$ cat config.mk
export PLATFORM = sky130hd
export DESIGN_NAME = ex_md_unit
export DESIGN_NICKNAME = d
export VERILOG_FILES = /design/src/rtl/ex_md_unit.sv
export SDC_FILE = /design/constraint.sdc
export NUM_CORES = 1
export LEC_CHECK = 0
export CAP_MARGIN = 20
export CORE_AREA = 2 2 194 196
export DETAILED_ROUTE_END_ITERATION = 16
export DIE_AREA = 0 0 196 198
export PLACE_DENSITY = 0.65
export SLEW_MARGIN = 20
export SYNTH_ARGS = -nofsm -noshare
export SYNTH_HDL_FRONTEND = slang
export SYNTH_SLANG_ARGS = --single-unit
$ cat constraint.sdc
create_clock -name clk -period 6.4 [get_ports clk]
set_input_delay 0.96 -clock clk [delete_from_list [all_inputs] [get_ports clk]]
set_output_delay 0.96 -clock clk [all_outputs]
set_load 0.02 [all_outputs]
$ cat src/rtl/ex_md_unit.sv
// ex_md_unit: multi-cycle RV32M multiply/divide/remainder unit.
// Holds the pipeline through busy_o and returns the result as a one-cycle
// write-back pulse on the ex_w_reg_* path.
// Optional feature macro: EX_MD_EARLY_OUT_EN (divide-by-zero and signed
// overflow skip CALC and finish two cycles after accept).
`timescale 1ns/1ps
module ex_md_unit #(
  parameter int unsigned XLEN               = 32,
  parameter int unsigned MUL_BITS_PER_CYCLE = 1
) (
  input  logic            clk,
  input  logic            rst,
  input  logic            start_i,
  input  logic [2:0]      op_i,
  input  logic [XLEN-1:0] src1_i,
  input  logic [XLEN-1:0] src2_i,
  input  logic [4:0]      w_reg_addr_i,
  input  logic            flush_i,
  output logic            busy_o,
  output logic            ex_w_reg_enable_o,
  output logic [4:0]      w_reg_addr_o,
  output logic [XLEN-1:0] ex_w_reg_data_o
);

  localparam int unsigned M          = MUL_BITS_PER_CYCLE;
  localparam int unsigned CW         = $clog2(XLEN + 1);
  localparam logic [CW-1:0] K_MUL_LAST = CW'(XLEN / M - 1);
  localparam logic [CW-1:0] K_DIV_LAST = CW'(XLEN - 1);
  localparam logic [XLEN-1:0] SMIN     = {1'b1, {(XLEN-1){1'b0}}};

  typedef enum logic [1:0] {S_IDLE, S_CALC, S_FIXUP, S_DONE} state_e;

  state_e            state_q, state_d;
  logic [2:0]        op_q, op_d;
  logic [4:0]        rd_q, rd_d;
  logic [XLEN-1:0]   opa_q, opa_d;   // multiplicand / divisor magnitude
  logic [XLEN-1:0]   opb_q, opb_d;   // multiplier / dividend magnitude (shifted)
  logic [2*XLEN-1:0] acc_q, acc_d;
  logic [CW-1:0]     cnt_q, cnt_d;
  logic              sa_q, sa_d, sb_q, sb_d;
  logic              dz_q, dz_d, ovf_q, ovf_d;
  logic              busy_q, busy_d, wen_q, wen_d;
  logic [4:0]        waddr_q, waddr_d;
  logic [XLEN-1:0]   wdata_q, wdata_d;

  logic              sgn1, sgn2, neg1, neg2, div_zero, div_ovf;
  logic [XLEN-1:0]   mag1, mag2;
  logic [XLEN+M-1:0] mul_pp, mul_sum;
  logic [2*XLEN-1:0] mul_next, div_next, prod_f;
  logic [XLEN:0]     div_r, div_diff;
  logic              div_qbit;
  logic [XLEN-1:0]   quot_f, rem_f, result;

  // Operand decode at accept: signedness, magnitudes, special divide cases
  always_comb begin
    sgn1     = op_i[2] ? ~op_i[0] : (op_i[1] ^ op_i[0]);
    sgn2     = op_i[2] ? ~op_i[0] : (op_i[1:0] == 2'b01);
    neg1     = sgn1 & src1_i[XLEN-1];
    neg2     = sgn2 & src2_i[XLEN-1];
    mag1     = neg1 ? -src1_i : src1_i;
    mag2     = neg2 ? -src2_i : src2_i;
    div_zero = op_i[2] & (src2_i == '0);
    div_ovf  = op_i[2] & ~op_i[0] & (src1_i == SMIN) & (&src2_i);
  end

  // Iteration datapath: shift-add multiply step and restoring divide step
  always_comb begin
    // Partial product enters at the top of the accumulator, then everything
    // shifts right by M; after XLEN/M steps the full product sits in acc.
    mul_pp   = {{M{1'b0}}, opa_q} * {{XLEN{1'b0}}, opb_q[M-1:0]};
    mul_sum  = {{M{1'b0}}, acc_q[2*XLEN-1:XLEN]} + mul_pp;
    mul_next = {mul_sum, acc_q[XLEN-1:M]};
    // acc high half is the partial remainder, low half collects quotient bits.
    div_r    = {acc_q[2*XLEN-1:XLEN], opb_q[XLEN-1]};
    div_diff = div_r - {1'b0, opa_q};
    div_qbit = ~div_diff[XLEN];
    div_next = {(div_qbit ? div_diff[XLEN-1:0] : div_r[XLEN-1:0]),
                acc_q[XLEN-2:0], div_qbit};
  end

  // Sign fixup and special-case results
  always_comb begin
    prod_f = (sa_q ^ sb_q) ? -acc_q : acc_q;
    quot_f = (sa_q ^ sb_q) ? -acc_q[XLEN-1:0] : acc_q[XLEN-1:0];
    rem_f  = sa_q ? -acc_q[2*XLEN-1:XLEN] : acc_q[2*XLEN-1:XLEN];
    if (ovf_q) begin
      quot_f = SMIN;
      rem_f  = '0;
    end
    if (dz_q) begin
      quot_f = '1;
`ifdef EX_MD_EARLY_OUT_EN
      // CALC was skipped, so the dividend magnitude is still unshifted.
      rem_f  = sa_q ? -opb_q : opb_q;
`endif
    end
    if (!op_q[2]) begin
      result = (op_q[1:0] == 2'b00) ? prod_f[XLEN-1:0] : prod_f[2*XLEN-1:XLEN];
    end else begin
      result = op_q[1] ? rem_f : quot_f;
    end
  end

  // Next-state and registered-output logic
  always_comb begin
    state_d = state_q;
    op_d    = op_q;
    rd_d    = rd_q;
    opa_d   = opa_q;
    opb_d   = opb_q;
    acc_d   = acc_q;
    cnt_d   = cnt_q;
    sa_d    = sa_q;
    sb_d    = sb_q;
    dz_d    = dz_q;
    ovf_d   = ovf_q;
    waddr_d = waddr_q;
    wdata_d = wdata_q;
    unique case (state_q)
      S_IDLE: begin
        if (start_i && !flush_i) begin
          state_d = S_CALC;
          op_d    = op_i;
          rd_d    = w_reg_addr_i;
          opa_d   = op_i[2] ? mag2 : mag1;
          opb_d   = op_i[2] ? mag1 : mag2;
          sa_d    = neg1;
          sb_d    = neg2;
          dz_d    = div_zero;
          ovf_d   = div_ovf;
          acc_d   = '0;
          cnt_d   = '0;
`ifdef EX_MD_EARLY_OUT_EN
          if (div_zero || div_ovf) state_d = S_FIXUP;
`endif
        end
      end
      S_CALC: begin
        if (flush_i) begin
          state_d = S_IDLE;
        end else begin
          acc_d = op_q[2] ? div_next : mul_next;
          opb_d = op_q[2] ? (opb_q << 1) : (opb_q >> M);
          cnt_d = cnt_q + CW'(1);
          if (cnt_q == (op_q[2] ? K_DIV_LAST : K_MUL_LAST)) state_d = S_FIXUP;
        end
      end
      S_FIXUP: begin
        if (flush_i) begin
          state_d = S_IDLE;
        end else begin
          state_d = S_DONE;
          waddr_d = rd_q;
          wdata_d = result;
        end
      end
      S_DONE:  state_d = S_IDLE;
      default: state_d = S_IDLE;
    endcase
    busy_d = (state_d != S_IDLE);
    wen_d  = (state_d == S_DONE);
  end

  // State and datapath registers with synchronous reset
  always_ff @(posedge clk) begin
    if (rst) begin
      state_q <= S_IDLE;
      op_q    <= '0;
      rd_q    <= '0;
      opa_q   <= '0;
      opb_q   <= '0;
      acc_q   <= '0;
      cnt_q   <= '0;
      sa_q    <= 1'b0;
      sb_q    <= 1'b0;
      dz_q    <= 1'b0;
      ovf_q   <= 1'b0;
      busy_q  <= 1'b0;
      wen_q   <= 1'b0;
      waddr_q <= '0;
      wdata_q <= '0;
    end else begin
      state_q <= state_d;
      op_q    <= op_d;
      rd_q    <= rd_d;
      opa_q   <= opa_d;
      opb_q   <= opb_d;
      acc_q   <= acc_d;
      cnt_q   <= cnt_d;
      sa_q    <= sa_d;
      sb_q    <= sb_d;
      dz_q    <= dz_d;
      ovf_q   <= ovf_d;
      busy_q  <= busy_d;
      wen_q   <= wen_d;
      waddr_q <= waddr_d;
      wdata_q <= wdata_d;
    end
  end

  assign busy_o            = busy_q;
  assign ex_w_reg_enable_o = wen_q;
  assign w_reg_addr_o      = waddr_q;
  assign ex_w_reg_data_o   = wdata_q;

endmodule
==> flow_metrics.py <==
metrics = {
    "logic_synthesis": {
        "synth.distinct_cells": 70,
        "synth_ff_type": "dfxtp_1",
        "ys_seq_area_share_pct": 23.0,
        "synth_edf_count": 0,
        "postSynthCellCount": 2266,
        "avgSynthCellArea_um2": 7.18,
        "async_reset_ff_share_pct": 0,
        "synthesis.nets": 2415,
        "yosysWarnings": 0,
        "synth_seq_cells": 187,
        "synthesis.area_um2": 16300,
    },
    "power": {
        "leakagePower_nw": 7.02,
        "powerDensity_nw_per_um2": 174,
        "peakVddDrop_v": 0.000194,
    },
    "sta": {
        "worst_pin_slew_ps": 1170,
        "setup_violations": 0,
        "fmax_ghz": 0.236,
        "hold_viol": 0,
        "slew_headroom_pct": 21.6,
        "fin_skew_ps": 19.2,
        "rsz0062_at_grt": "false",
        "period_share_pct": 66.3,
        "min_period_ps": 4240,
        "fin_tns_setup_ps": 0,
        "slew_viol_final": 0,
    },
    "clock_network": {
        "cts-root-buf": "clkbuf_16",
        "clock_sinks": 187,
        "clock_path_buffers": 2,
        "cts_resized": 0,
        "numCtsBuffers": 17,
        "cts_tree": "done",
        "ctsHoldBuffers": 0,
        "cts_setup_buffers": 0,
        "htree_num_levels": 4,
        "path_clk_slew_ps": 80,
        "clkLatencyLatePin_ps": 470,
    },
    "final_layout": {
        "final_util_pct": 49.3,
        "syn2layout_area_growth_pct": 12.1,
        "layout_common_cells": "a21oi_1, nor2_1, nand2_1",
        "final_common_cell": "a21oi_1",
        "drive_gt1_share_pct": 4.53,
        "antenna_cells": 0,
        "fin_nets": 2411,
    },
    "worst_setup_path": {
        "worstPathArrival_ps": 4560,
        "path_class": "register to register",
        "slowest_stage": "dfxtp_1",
        "worst_setup_path_start_kind": "register",
        "cpPeakStageDelay_ps": 550,
        "reg2reg_from": "acc_q[32]",
        "cp.required_ps": 6720,
        "path_cells": "inv_1, fa_1, nand2b_1, a21oi_1, o21ai_0, a21oi_1, o21ai_0, a2111o_1, o211ai_1, buf_4, nor2_1, a2111oi_0, nor4_1",
        "end_kind": "register",
        "critPathLaunch": "acc_q[32]",
        "cp_max_fo": 47,
    },
    "placed_design": {
        "io_buffers": 114,
        "gp_congestion": 0.946,
        "detailed_place_hpwl_um": 41100,
    },
    "min_path": {
        "worstHoldPathType": "register to register",
        "hold_start": "w_reg_addr_o[4]",
    },
    "floorplanning": {
        "coreArea_um2": 37000,
        "start_util_pct": 44.0,
        "num_io_pins": 115,
        "core.rowCount": 71,
        "fp.dieW_um": 196,
        "dieArea_um2": 38800,
        "die_y_um": 198,
    },
    "drt": {
        "wl_met3_um": 4270,
        "drtPass1Iterations": 8,
        "met2_length_um": 24800,
        "routed-via-count": 17000,
        "drc": 0,
        "wire_per_inst_um": 20.5,
        "viasPerCell": 6.18,
        "initialDrtViolationCount": 1821,
        "drt_wl_total_um": 56300,
        "wirelength_met1_um": 25200,
        "ant_nets": 0,
        "routed.top_layer": "met4",
    },
    "grt": {
        "grt_pass1_vias": 15500,
        "grt_pass1_wl_um": 88100,
        "grt_overflow": 0,
        "track_usage_pct": 28.9,
        "grt_max_degree": 90,
        "antenna_found_initial": 1,
    },
    "status": {
        "outcome": "finished clean",
    },
    "job": {
        "cap_viol_max_count": 0,
    },
}
==> cells in the mapped netlist, types with 36 or more instances <==
library cell | number | area [um2]
a21oi_1 | 261 | 1310
nor2_1 | 253 | 950
nand2_1 | 206 | 773
dfxtp_1 | 187 | 3740
clkbuf_1 | 151 | 567
o21ai_0 | 148 | 741
xor2_1 | 105 | 920
xnor2_1 | 91 | 797
mux2i_1 | 75 | 751
nor3_1 | 75 | 375
ha_1 | 71 | 888
inv_1 | 67 | 251
o211ai_1 | 47 | 353
and2_1 | 43 | 269
a211oi_1 | 39 | 293
o31ai_1 | 36 | 270
==> final timing paths <==
check,to,slack (ps),depth (start not counted)
hold reg to reg,w_reg_addr_o[4],460,2
setup / recovery,acc_q[48],2160,13
setup reg to reg,acc_q[48],2160,13
hold / removal,w_reg_addr_o[4],460,2
==> critical path: cells and delay by family, from the launching register on <==
family	cells	cell delay [ps]
and+or+nand+nor	3	380
DFF	1	550
buffers and inverters	2	710
adders and majority gates	1	450
AOI/OAI and AO/OA	7	2000
==> per-stage QoR <==
stage          total power, mW  cells  hold slack, ps  worst slack [ps]  area, um2
2_1_floorplan             1.79   2266             432              2860      16300
3_3_place_gp              2.03   2716             436              2250      17600
3_5_place_dp              2.04   2716             443              2190      17600
4_1_cts                   3.17   2748             460              2190      18200
5_1_grt                   3.31   2749             468              1760      18200
6_report                  3.18   2749             455              2160      18200
==> report_power, final <==
group          total, mW  internal (mW)  leakage, nW  switching (mW)
registers           1.25           1.20         1.52          0.0505
clock network       1.14          0.599        0.292           0.543
logic              0.783          0.297         5.21           0.487
total               3.18           2.10         7.02            1.08
==> cells by family (layout without fill, tap and decap cells) <==
kind of cell | count (synthesis) | in the layout | share of synthesized area, %
buffers and inverters | 236 | 245 | 5.60
DFF | 187 | 187 | 23.0
and+or+nand+nor | 764 | 764 | 21.9
adders and majority gates | 73 | 73 | 5.71
muxes | 79 | 79 | 4.89
xor gates and xnor gates | 196 | 196 | 10.6
AOI/OAI and AO/OA | 731 | 731 | 28.3
==> flip-flops by register name (all words and copies together), names as in the netlist, 2 cells and up <==
register / count
state_q: 2
op_q: 3
acc_q: 64
opb_q: 32
w_reg_addr_o: 5
cnt_q: 6
opa_q: 32
rd_q: 5
ex_w_reg_data_o: 32
==> routing by layer <==
metal  track usage [%]  vias up
met3              3.53      108
li1                  -     8148
met4              11.3        0
met2              46.1      703
met5                 0        -
met1              39.7     8026
==> cell type report <==
| cell class | instances | area, um2 |
|---|---|---|
| Sequential cell | 187 | 3750 |
| Clock buffer | 20 | 447 |
| Inverter | 67 | 251 |
| Fill cell | 3765 | 18700 |
| Multi-Input combinational cell | 1843 | 11700 |
| Tap cell | 474 | 593 |
| Timing Repair Buffer | 146 | 1390 |
| Clock inverter | 12 | 151 |
Note: power is estimated with default switching activity, not from simulation.
